**config.mk**
```make
export PLATFORM = sky130hd
export DESIGN_NAME = lcd_capture
export DESIGN_NICKNAME = d
export VERILOG_FILES = /design/src/rtl/lcd_capture.sv
export SDC_FILE = /design/constraint.sdc
export NUM_CORES = 1
export LEC_CHECK = 0
export CAP_MARGIN = 20
export CORE_MARGIN = 2
export CORE_UTILIZATION = 45
export CTS_BUF_LIST = sky130_fd_sc_hd__clkbuf_4
export CTS_CLUSTER_SIZE = 28
export DETAILED_ROUTE_END_ITERATION = 8
export PLACE_DENSITY = 0.66
export RECOVER_POWER = 100
export REMOVE_ABC_BUFFERS = 1
export SLEW_MARGIN = 0
export SYNTH_ARGS = -nofsm -noshare
export SYNTH_HDL_FRONTEND = slang
export SYNTH_SLANG_ARGS = --single-unit
```
**constraint.sdc**
```tcl
create_clock -name clk -period 4.23 [get_ports clk]
set_clock_uncertainty 0.1 [all_clocks]
set_input_delay 0.846 -clock clk [delete_from_list [all_inputs] [get_ports clk]]
set_output_delay 0.846 -clock clk [all_outputs]
set_load 0.01 [all_outputs]
```
**src/rtl/lcd_capture.sv**
```systemverilog
// Display-interface sink: tracks x/y from PPU strobes, packs four 2-bit pixels per
// byte and writes them through a small FIFO. Define LCD_CAPTURE_PALETTE_EN to store BGP shades.
module lcd_capture #(
  parameter int WIDTH      = 160,
  parameter int HEIGHT     = 144,
  parameter int FIFO_DEPTH = 8,
  parameter int FB_AW      = 13
) (
  input  logic             clk,
  input  logic             rst,
  input  logic             lcd_en,
  input  logic             lcd_pixel,
  input  logic [1:0]       lcd_color,
  input  logic             lcd_hsync,
  input  logic             lcd_vsync,
  input  logic [7:0]       bgp,
  output logic             fb_we,
  output logic [FB_AW-1:0] fb_addr,
  output logic [7:0]       fb_data,
  input  logic             fb_ready,
  output logic             frame_done,
  input  logic             err_clr,
  output logic             err_line,
  output logic             err_frame,
  output logic             err_ovf
);

  localparam int XW = $clog2(WIDTH + 1);
  localparam int YW = $clog2(HEIGHT + 1) + 1;
  localparam int PW = $clog2(FIFO_DEPTH);
  localparam logic [XW-1:0]    WIDTH_X    = XW'(WIDTH);
  localparam logic [YW-1:0]    HEIGHT_Y   = YW'(HEIGHT);
  localparam logic [FB_AW-1:0] LINE_BYTES = FB_AW'(WIDTH / 4);
  localparam logic [PW:0]      DEPTH_C    = (PW + 1)'(FIFO_DEPTH);

  typedef enum logic [1:0] {S_SYNC, S_ACTIVE, S_FLUSH} state_t;

  state_t           state_q, state_d;
  logic             hsync_q, vsync_q, en_q;
  logic [XW-1:0]    x_q, x_d;
  logic [YW-1:0]    y_q, y_d;
  logic [FB_AW-1:0] line_base_q, line_base_d;
  logic [FB_AW-1:0] addr_ctr_q, addr_ctr_d;
  logic [7:0]       pack_q, pack_d;
  logic             frame_done_q, frame_done_d;
  logic             err_line_q, err_line_d, err_frame_q, err_frame_d, err_ovf_q, err_ovf_d;
  logic             err_line_set, err_frame_set;
  logic             push, push_ok, pop, full;
  logic [FB_AW+7:0] push_data, head;
  logic [FB_AW+7:0] mem [FIFO_DEPTH];
  logic [PW-1:0]    wr_ptr_q, wr_ptr_d, rd_ptr_q, rd_ptr_d;
  logic [PW:0]      count_q, count_d;
  logic [1:0]       shade;

  wire hs_rise = lcd_hsync & ~hsync_q;
  wire vs_rise = lcd_vsync & ~vsync_q;
  wire vs_fall = ~lcd_vsync & vsync_q;
  wire en_rise = lcd_en & ~en_q;
  wire en_fall = ~lcd_en & en_q;

`ifdef LCD_CAPTURE_PALETTE_EN
  always_comb begin
    shade = 2'd0;
    case (lcd_color)
      2'd0: shade = bgp[1:0];
      2'd1: shade = bgp[3:2];
      2'd2: shade = bgp[5:4];
      2'd3: shade = bgp[7:6];
      default: shade = 2'd0;
    endcase
  end
`else
  logic unused_bgp;
  assign unused_bgp = ^bgp;
  assign shade = lcd_color;
`endif

  // Within one cycle: pixel first, then line end, then frame end; en fall overrides all.
  always_comb begin
    state_d       = state_q;
    x_d           = x_q;
    y_d           = y_q;
    line_base_d   = line_base_q;
    addr_ctr_d    = addr_ctr_q;
    pack_d        = pack_q;
    frame_done_d  = 1'b0;
    err_line_set  = 1'b0;
    err_frame_set = 1'b0;
    push          = 1'b0;
    push_data     = {addr_ctr_q, pack_q};
    if (en_fall) begin
      state_d = S_SYNC;
      x_d     = '0;
      pack_d  = '0;
    end else begin
      case (state_q)
        S_SYNC: begin
          if (vs_fall || en_rise) begin
            x_d         = '0;
            y_d         = '0;
            line_base_d = '0;
            addr_ctr_d  = '0;
            pack_d      = '0;
            state_d     = S_ACTIVE;
          end
        end
        S_ACTIVE: begin
          if (lcd_pixel && (y_q < HEIGHT_Y)) begin
            if (x_q < WIDTH_X) begin
              case (x_q[1:0])
                2'd0: pack_d[7:6] = shade;
                2'd1: pack_d[5:4] = shade;
                2'd2: pack_d[3:2] = shade;
                2'd3: pack_d[1:0] = shade;
                default: pack_d = pack_q;
              endcase
              x_d = x_q + XW'(1);
              if (x_q[1:0] == 2'd3) begin
                push       = 1'b1;
                push_data  = {addr_ctr_q, pack_d};
                addr_ctr_d = addr_ctr_q + FB_AW'(1);
              end
            end else begin
              err_line_set = 1'b1;
            end
          end
          if (hs_rise) begin
            if ((y_q < HEIGHT_Y) && (x_d != WIDTH_X)) err_line_set = 1'b1;
            line_base_d = line_base_q + LINE_BYTES;
            addr_ctr_d  = line_base_d;
            x_d         = '0;
            pack_d      = '0;
            if (y_q != '1) y_d = y_q + YW'(1);
          end
          if (vs_rise) begin
            if (y_d != HEIGHT_Y) err_frame_set = 1'b1;
            state_d = S_FLUSH;
          end
        end
        S_FLUSH: begin
          // Only ACTIVE pushes, so an empty FIFO here means every byte is written.
          if (count_q == '0) begin
            frame_done_d = 1'b1;
            state_d      = S_SYNC;
          end
        end
        default: state_d = S_SYNC;
      endcase
    end
  end

  // FIFO: valid/ready write port; a transfer happens on a cycle with fb_we=1 and fb_ready=1,
  // and the head is held unchanged until then.
  assign full    = (count_q == DEPTH_C);
  assign pop     = fb_we & fb_ready;
  assign push_ok = push & (~full | pop);

  always_comb begin
    wr_ptr_d = push_ok ? wr_ptr_q + PW'(1) : wr_ptr_q;
    rd_ptr_d = pop ? rd_ptr_q + PW'(1) : rd_ptr_q;
    count_d  = count_q;
    case ({push_ok, pop})
      2'b10:   count_d = count_q + (PW + 1)'(1);
      2'b01:   count_d = count_q - (PW + 1)'(1);
      default: count_d = count_q;
    endcase
    err_line_d  = (err_line_q & ~err_clr) | err_line_set;
    err_frame_d = (err_frame_q & ~err_clr) | err_frame_set;
    err_ovf_d   = (err_ovf_q & ~err_clr) | (push & full & ~pop);
  end

  always_ff @(posedge clk) begin
    if (rst && push_ok) mem[wr_ptr_q] <= push_data;
  end

  always_ff @(posedge clk) begin
    if (!rst) begin
      state_q      <= S_SYNC;
      hsync_q      <= 1'b0;
      vsync_q      <= 1'b0;
      en_q         <= 1'b0;
      x_q          <= '0;
      y_q          <= '0;
      line_base_q  <= '0;
      addr_ctr_q   <= '0;
      pack_q       <= '0;
      frame_done_q <= 1'b0;
      err_line_q   <= 1'b0;
      err_frame_q  <= 1'b0;
      err_ovf_q    <= 1'b0;
      wr_ptr_q     <= '0;
      rd_ptr_q     <= '0;
      count_q      <= '0;
    end else begin
      state_q      <= state_d;
      hsync_q      <= lcd_hsync;
      vsync_q      <= lcd_vsync;
      en_q         <= lcd_en;
      x_q          <= x_d;
      y_q          <= y_d;
      line_base_q  <= line_base_d;
      addr_ctr_q   <= addr_ctr_d;
      pack_q       <= pack_d;
      frame_done_q <= frame_done_d;
      err_line_q   <= err_line_d;
      err_frame_q  <= err_frame_d;
      err_ovf_q    <= err_ovf_d;
      wr_ptr_q     <= wr_ptr_d;
      rd_ptr_q     <= rd_ptr_d;
      count_q      <= count_d;
    end
  end

  assign head       = mem[rd_ptr_q];
  assign fb_we      = (count_q != '0);
  assign fb_addr    = fb_we ? head[FB_AW+7:8] : '0;
  assign fb_data    = fb_we ? head[7:0] : '0;
  assign frame_done = frame_done_q;
  assign err_line   = err_line_q;
  assign err_frame  = err_frame_q;
  assign err_ovf    = err_ovf_q;

endmodule

```
# Yosys cells after proc, flatten, opt, wreduce, memory -nomap -nowiden

Memory sizes are Yosys's and may differ from the RTL's. A register that Yosys moved wholly into a read port is not among the register bits.
Cells that the tools add are included.

Memory bits (writable): 168
Output and inout port bits: 26
Register bits: 70
Input port bits: 18
Memories kept: 1

Multiplexer cells: 61
Add/sub/neg operators: 8
Order comparisons: 2
Equal/unequal tests: 18
Reduce and logical (&&, ||, !) cells: 18
Bitwise operators: 27

Memories:

| memory | depth | bits a word | read ports | clocked after memory_dff | write ports | line | text |
|---|---|---|---|---|---|---|---|
| mem    | 8     | 21          | 1          | 1                        | 1           | 50   | `logic [FB_AW+7:0] mem [FIFO_DEPTH];` |

Operators with widths:

| kind                                                        | number |
|---|---|
| 2-to-1 mux 8 bit                                            | 15 |
| 2-to-1 mux 13 bit                                           | 7 |
| one-hot mux 13 bit (2 select lines)                         | 2 |
| 2-to-1 mux 9 bit                                            | 5 |
| one-hot mux 8 bit (2 select lines)                          | 2 |
| 2-to-1 mux 1 bit                                            | 18 |
| one-hot mux 9 bit (2 select lines)                          | 1 |
| 2-to-1 mux 2 bit                                            | 7 |
| adder 13 x 1 -> 13 bit (second input constant)              | 1 |
| adder 13 x 6 -> 13 bit (second input constant)              | 1 |
| bitwise AND 1 bit                                           | 12 |
| inverter 1 bit                                              | 11 |
| adder 9 x 1 -> 9 bit (second input constant)                | 1 |
| less-than comparator 9 x 8 -> 1 bit (second input constant) | 1 |
| inequality test 3 bit (second input constant)               | 3 |
| inequality test 9 x 8 -> 1 bit (second input constant)      | 1 |
| inequality test 9 bit (second input constant)               | 1 |
| adder 8 x 1 -> 8 bit (second input constant)                | 1 |
| equality test 2 bit (second input constant)                 | 4 |
| less-than comparator 8 bit (second input constant)          | 1 |
| inequality test 2 bit (second input constant)               | 4 |
| inequality test 8 bit (second input constant)               | 1 |
| one-hot mux 4 bit (2 select lines)                          | 1 |
| AND reduction 4 bit                                         | 2 |
| other kinds (19)                                            | 31 |

# Logic depth before layout (Yosys ltp)

Depth after elaboration: 12
Mapped depth: 13
Gate-level depth less buffers: 12

# Least setup slack after synthesis

OpenSTA, ideal clock, no wires.

Path type: input to register
Start point: in lcd_pixel
End point: mem mem[2][0] (netlist name), enable pin
Buffers on the path: 1
Stages on the path: 6
Arrival: 3.431 ns
Required time: 3.705 ns
Slack: 0.273 ns
Cells stage by stage: nand2_1 or4_4 buf_6 nor2_2 nand4_1 nor3_1

Longest elaborated chain between the ends: 8

RTL lines:

| what                                   | line | text |
|---|---|---|
| start, declared                        | 12   | `input logic lcd_pixel,` |
| logical AND 1 bit                      | 108  | `if (lcd_pixel && (y_q < HEIGHT_Y)) begin` |
| 2-to-1 mux 1 bit                       | 108  |  |
| 2-to-1 mux 1 bit                       | 96   | `case (state_q)` |
| 2-to-1 mux 1 bit                       | 91   | `if (en_fall) begin` |
| bitwise AND 1 bit                      | 156  | `assign push_ok = push & (~full \| pop);` |
| logical AND 1 bit                      | 173  | `if (rst && push_ok) mem[wr_ptr_q] <= push_data;` |
| 2-to-1 mux 1 bit                       | 173  |  |
| 2-to-1 mux 1 bit (implied by the code) | 173  |  |
| end, declared                          | 50   |  |

No other way between the ends.

==> flow_summary.yaml <==
placed_design:
  place_hpwl_mm: 14.0
  io_buffers: 35
  post_dp_cell_area_sq_um: 11200
  place_congestion: 0.840
  dp.cells: 1086
routing:
  drtAntennaViolNets: 0
  initialDrtViolationCount: 419
  vias: 6690
  wl_per_cell_um: 18.4
  routed_wl_mm: 22.0
  dr.pass1.iters: 5
  drc: 0
  vias_per_cell: 5.61
global_route:
  antenna_found_initial: 1
  use_met1_pct: 25.0
  grtUsageTotal_pct: 18.7
  grt_pass1_wl_mm: 35.6
  overflow: 0
  grtUsageMet2_pct: 30.9
  use_met3_pct: 3.83
  busiest_layer: "met2"
  grt_max_degree: 43
  grt_pass1_vias: 6778
sta:
  drv_slew: 35
  period_needed_ns: 3.90
  grt_setup_unrepaired: "false"
  tns_ns: 0
  maxSlewHeadroom_pct: -12.2
  period_share_pct: 92.3
  setup_viol: 0
  worst_pin_slew_ns: 1.68
  max_freq_mhz: 256
  finalHoldViolCount: 0
synth:
  yosysSeqAreaShare_pct: 62.1
  synth_edf_count: 168
  synth_area_leaders: "edfxtp_1 (49%), dfxtp_1 (14%), mux4_2 (9.1%), mux2i_1 (2.4%), nor2_1 (2.3%)"
  syn_area_per_cell_sq_um: 13.3
  yosys_warnings: 0
  synthDistinctLibCells: 65
  synthArstFlopShare_pct: 0
  synth_flop_cell: "edfxtp_1"
  ys_ff_latch: 238
  post-synth-top-area-fraction_pct: 48.6
  syn-cell-area_sq_um: 10400
  yosys.area.top_type: "edfxtp_1"
  synth_cells: 779
worst_setup_path:
  cp.arrival_ns: 2.96
  critical-path-max-stage-delay_ns: 0.60
  critPathKind: "flip-flop to output pin"
  crit_path_top_delay_cell: "dlygate4sd3_1"
  crit_path_end_kind: "output pin"
  cp.required_ns: 3.28
  critPathLaunchType: "flip-flop"
  cp_max_fo: 42
  crit_path_cell_trace: "buf_6, mux4_2, mux2i_1, nor2_1, dlygate4sd3_1"
  cp_num_buf_inv: 2
  crit_family: "buffers and inverters"
floorplan:
  row_count: 55
  core_area_sq_um: 22600
  design.die.area_sq_um: 24300
  dieHeight_um: 156
  die_w_um: 156
  io_pins: 44
  start_util_pct: 45.8
clock_tree:
  clk_latency_ns: 0.70
  cts_buffer_depth: 3
  clock_sinks: 238
  ctsHoldBuffers: 0
  cts.repair.resized: 0
  cts.clk_slew.worst_paths_ns: 0.07
  cts_max_level: 2
  clock-root-buffer: "clkbuf_4"
  cts_tree: "done"
  cts_setup_buffers: 0
  numCtsBuffers: 60
cells_and_area:
  fin_area_sq_um: 11800
  fill_cells: 1968
  area_delta_synth_final_pct: 14.2
  drive_gt1_share_pct: 18.2
  final_common_cell: "edfxtp_1"
  final_cell_mix: "edfxtp_1 (168), clkbuf_4 (92), dfxtp_1 (68)"
  stdcell_count: 1192
  finalNetCount: 893
pwr:
  leakagePower_uw: 0.00407
  ir_worst_vdd_mv: 0.189
  p_total_uw: 4600
  power_density_nw_per_um2: 388
outcome:
  violations: "max-capacitance violations, max-slew violations"
  status: "finished with violations"
job:
  cap_violations: 1
min_path:
  hp-class: "flip-flop to flip-flop"
layer usage:
layer  wire length [um]  share of wire (%)
met5                  0                  0
met2              10500                 48
met4                429                2.0
met3               1130                5.1
met1               9930                 45
synthesized netlist by cell type, drive strengths merged (11+ instances only):
master and number:
mux4 42, nor2 65, clkbuf 34, dfxtp 70, nand3 21, nor3 17, ha 11, a31oi 14
nand4 11, o21ai 31, a21oi 41, mux2i 25, nand2 58, edfxtp 168, inv 11
flip-flops by register name, summed over array words and instances (netlist names), 3 cells and up, named ones only:
register and count:
mem 168, addr_ctr_q 13, line_base_q 10, y_q 9
pack_q 8, x_q 8, count_q 4, rd_ptr_q 3
wr_ptr_q 3
stage by stage:
stage | hold slack [ns] | util, % | setup slack (ns)
6_report | 0.384 | 52.3 | 0.327
5_1_grt | 0.400 | 52.3 | 0.129
4_1_cts | 0.381 | 52.8 | 0.347
3_5_place_dp | 0.356 | 49.4 | 0.613
3_3_place_gp | 0.356 | 49.4 | 0.648
2_1_floorplan | 0.337 | - | 0.310
report_power, final:
part / total, uW / switching [uW] / internal (uW) / leakage, uW
Clock: 1940 / 889 / 1050 / 0.000464
Sequential: 2510 / 23.0 / 2490 / 0.00221
Combinational: 151 / 103 / 47.7 / 0.00140
Total: 4600 / 1020 / 3580 / 0.00407
path summary, 6_finish.rpt:
path,startpoint,end,slack (ns),depth (start not counted)
max reg2reg,y_q[4],mem[6][4],0.65,6
max,flip-flop,fb_data[4],0.33,5
min,pack_q[4],pack_q[4],0.38,1
min reg2reg,pack_q[4],pack_q[4],0.38,1
final cells by class:
type	instances	area (sq um)	share of cell area, %
Antenna cell	1	2.50	0.0211
Clock buffer	92	691	5.83
Clock inverter	13	92.6	0.781
Inverter	12	45.0	0.380
Multi-Input combinational cell	485	3680	31.1
Sequential cell	238	6450	54.4
Tap cell	285	357	3.01
Timing Repair Buffer	66	528	4.46
cell families (layout without fill, tap and decap cells):
group	count (synthesis)	count (layout)	share of synthesized area [%]
AO/OA/AOI/OAI	150	150	9.47
XOR/XNOR	12	12	1.01
adder cells (fa/ha/maj)	12	12	1.52
buffers and inverters	56	183	2.15
flip-flops	238	238	62.1
multiplexers	75	75	12.4
other	0	1	0
AND/OR/NAND/NOR	236	236	11.3
Power figures use the tool's default switching activity.
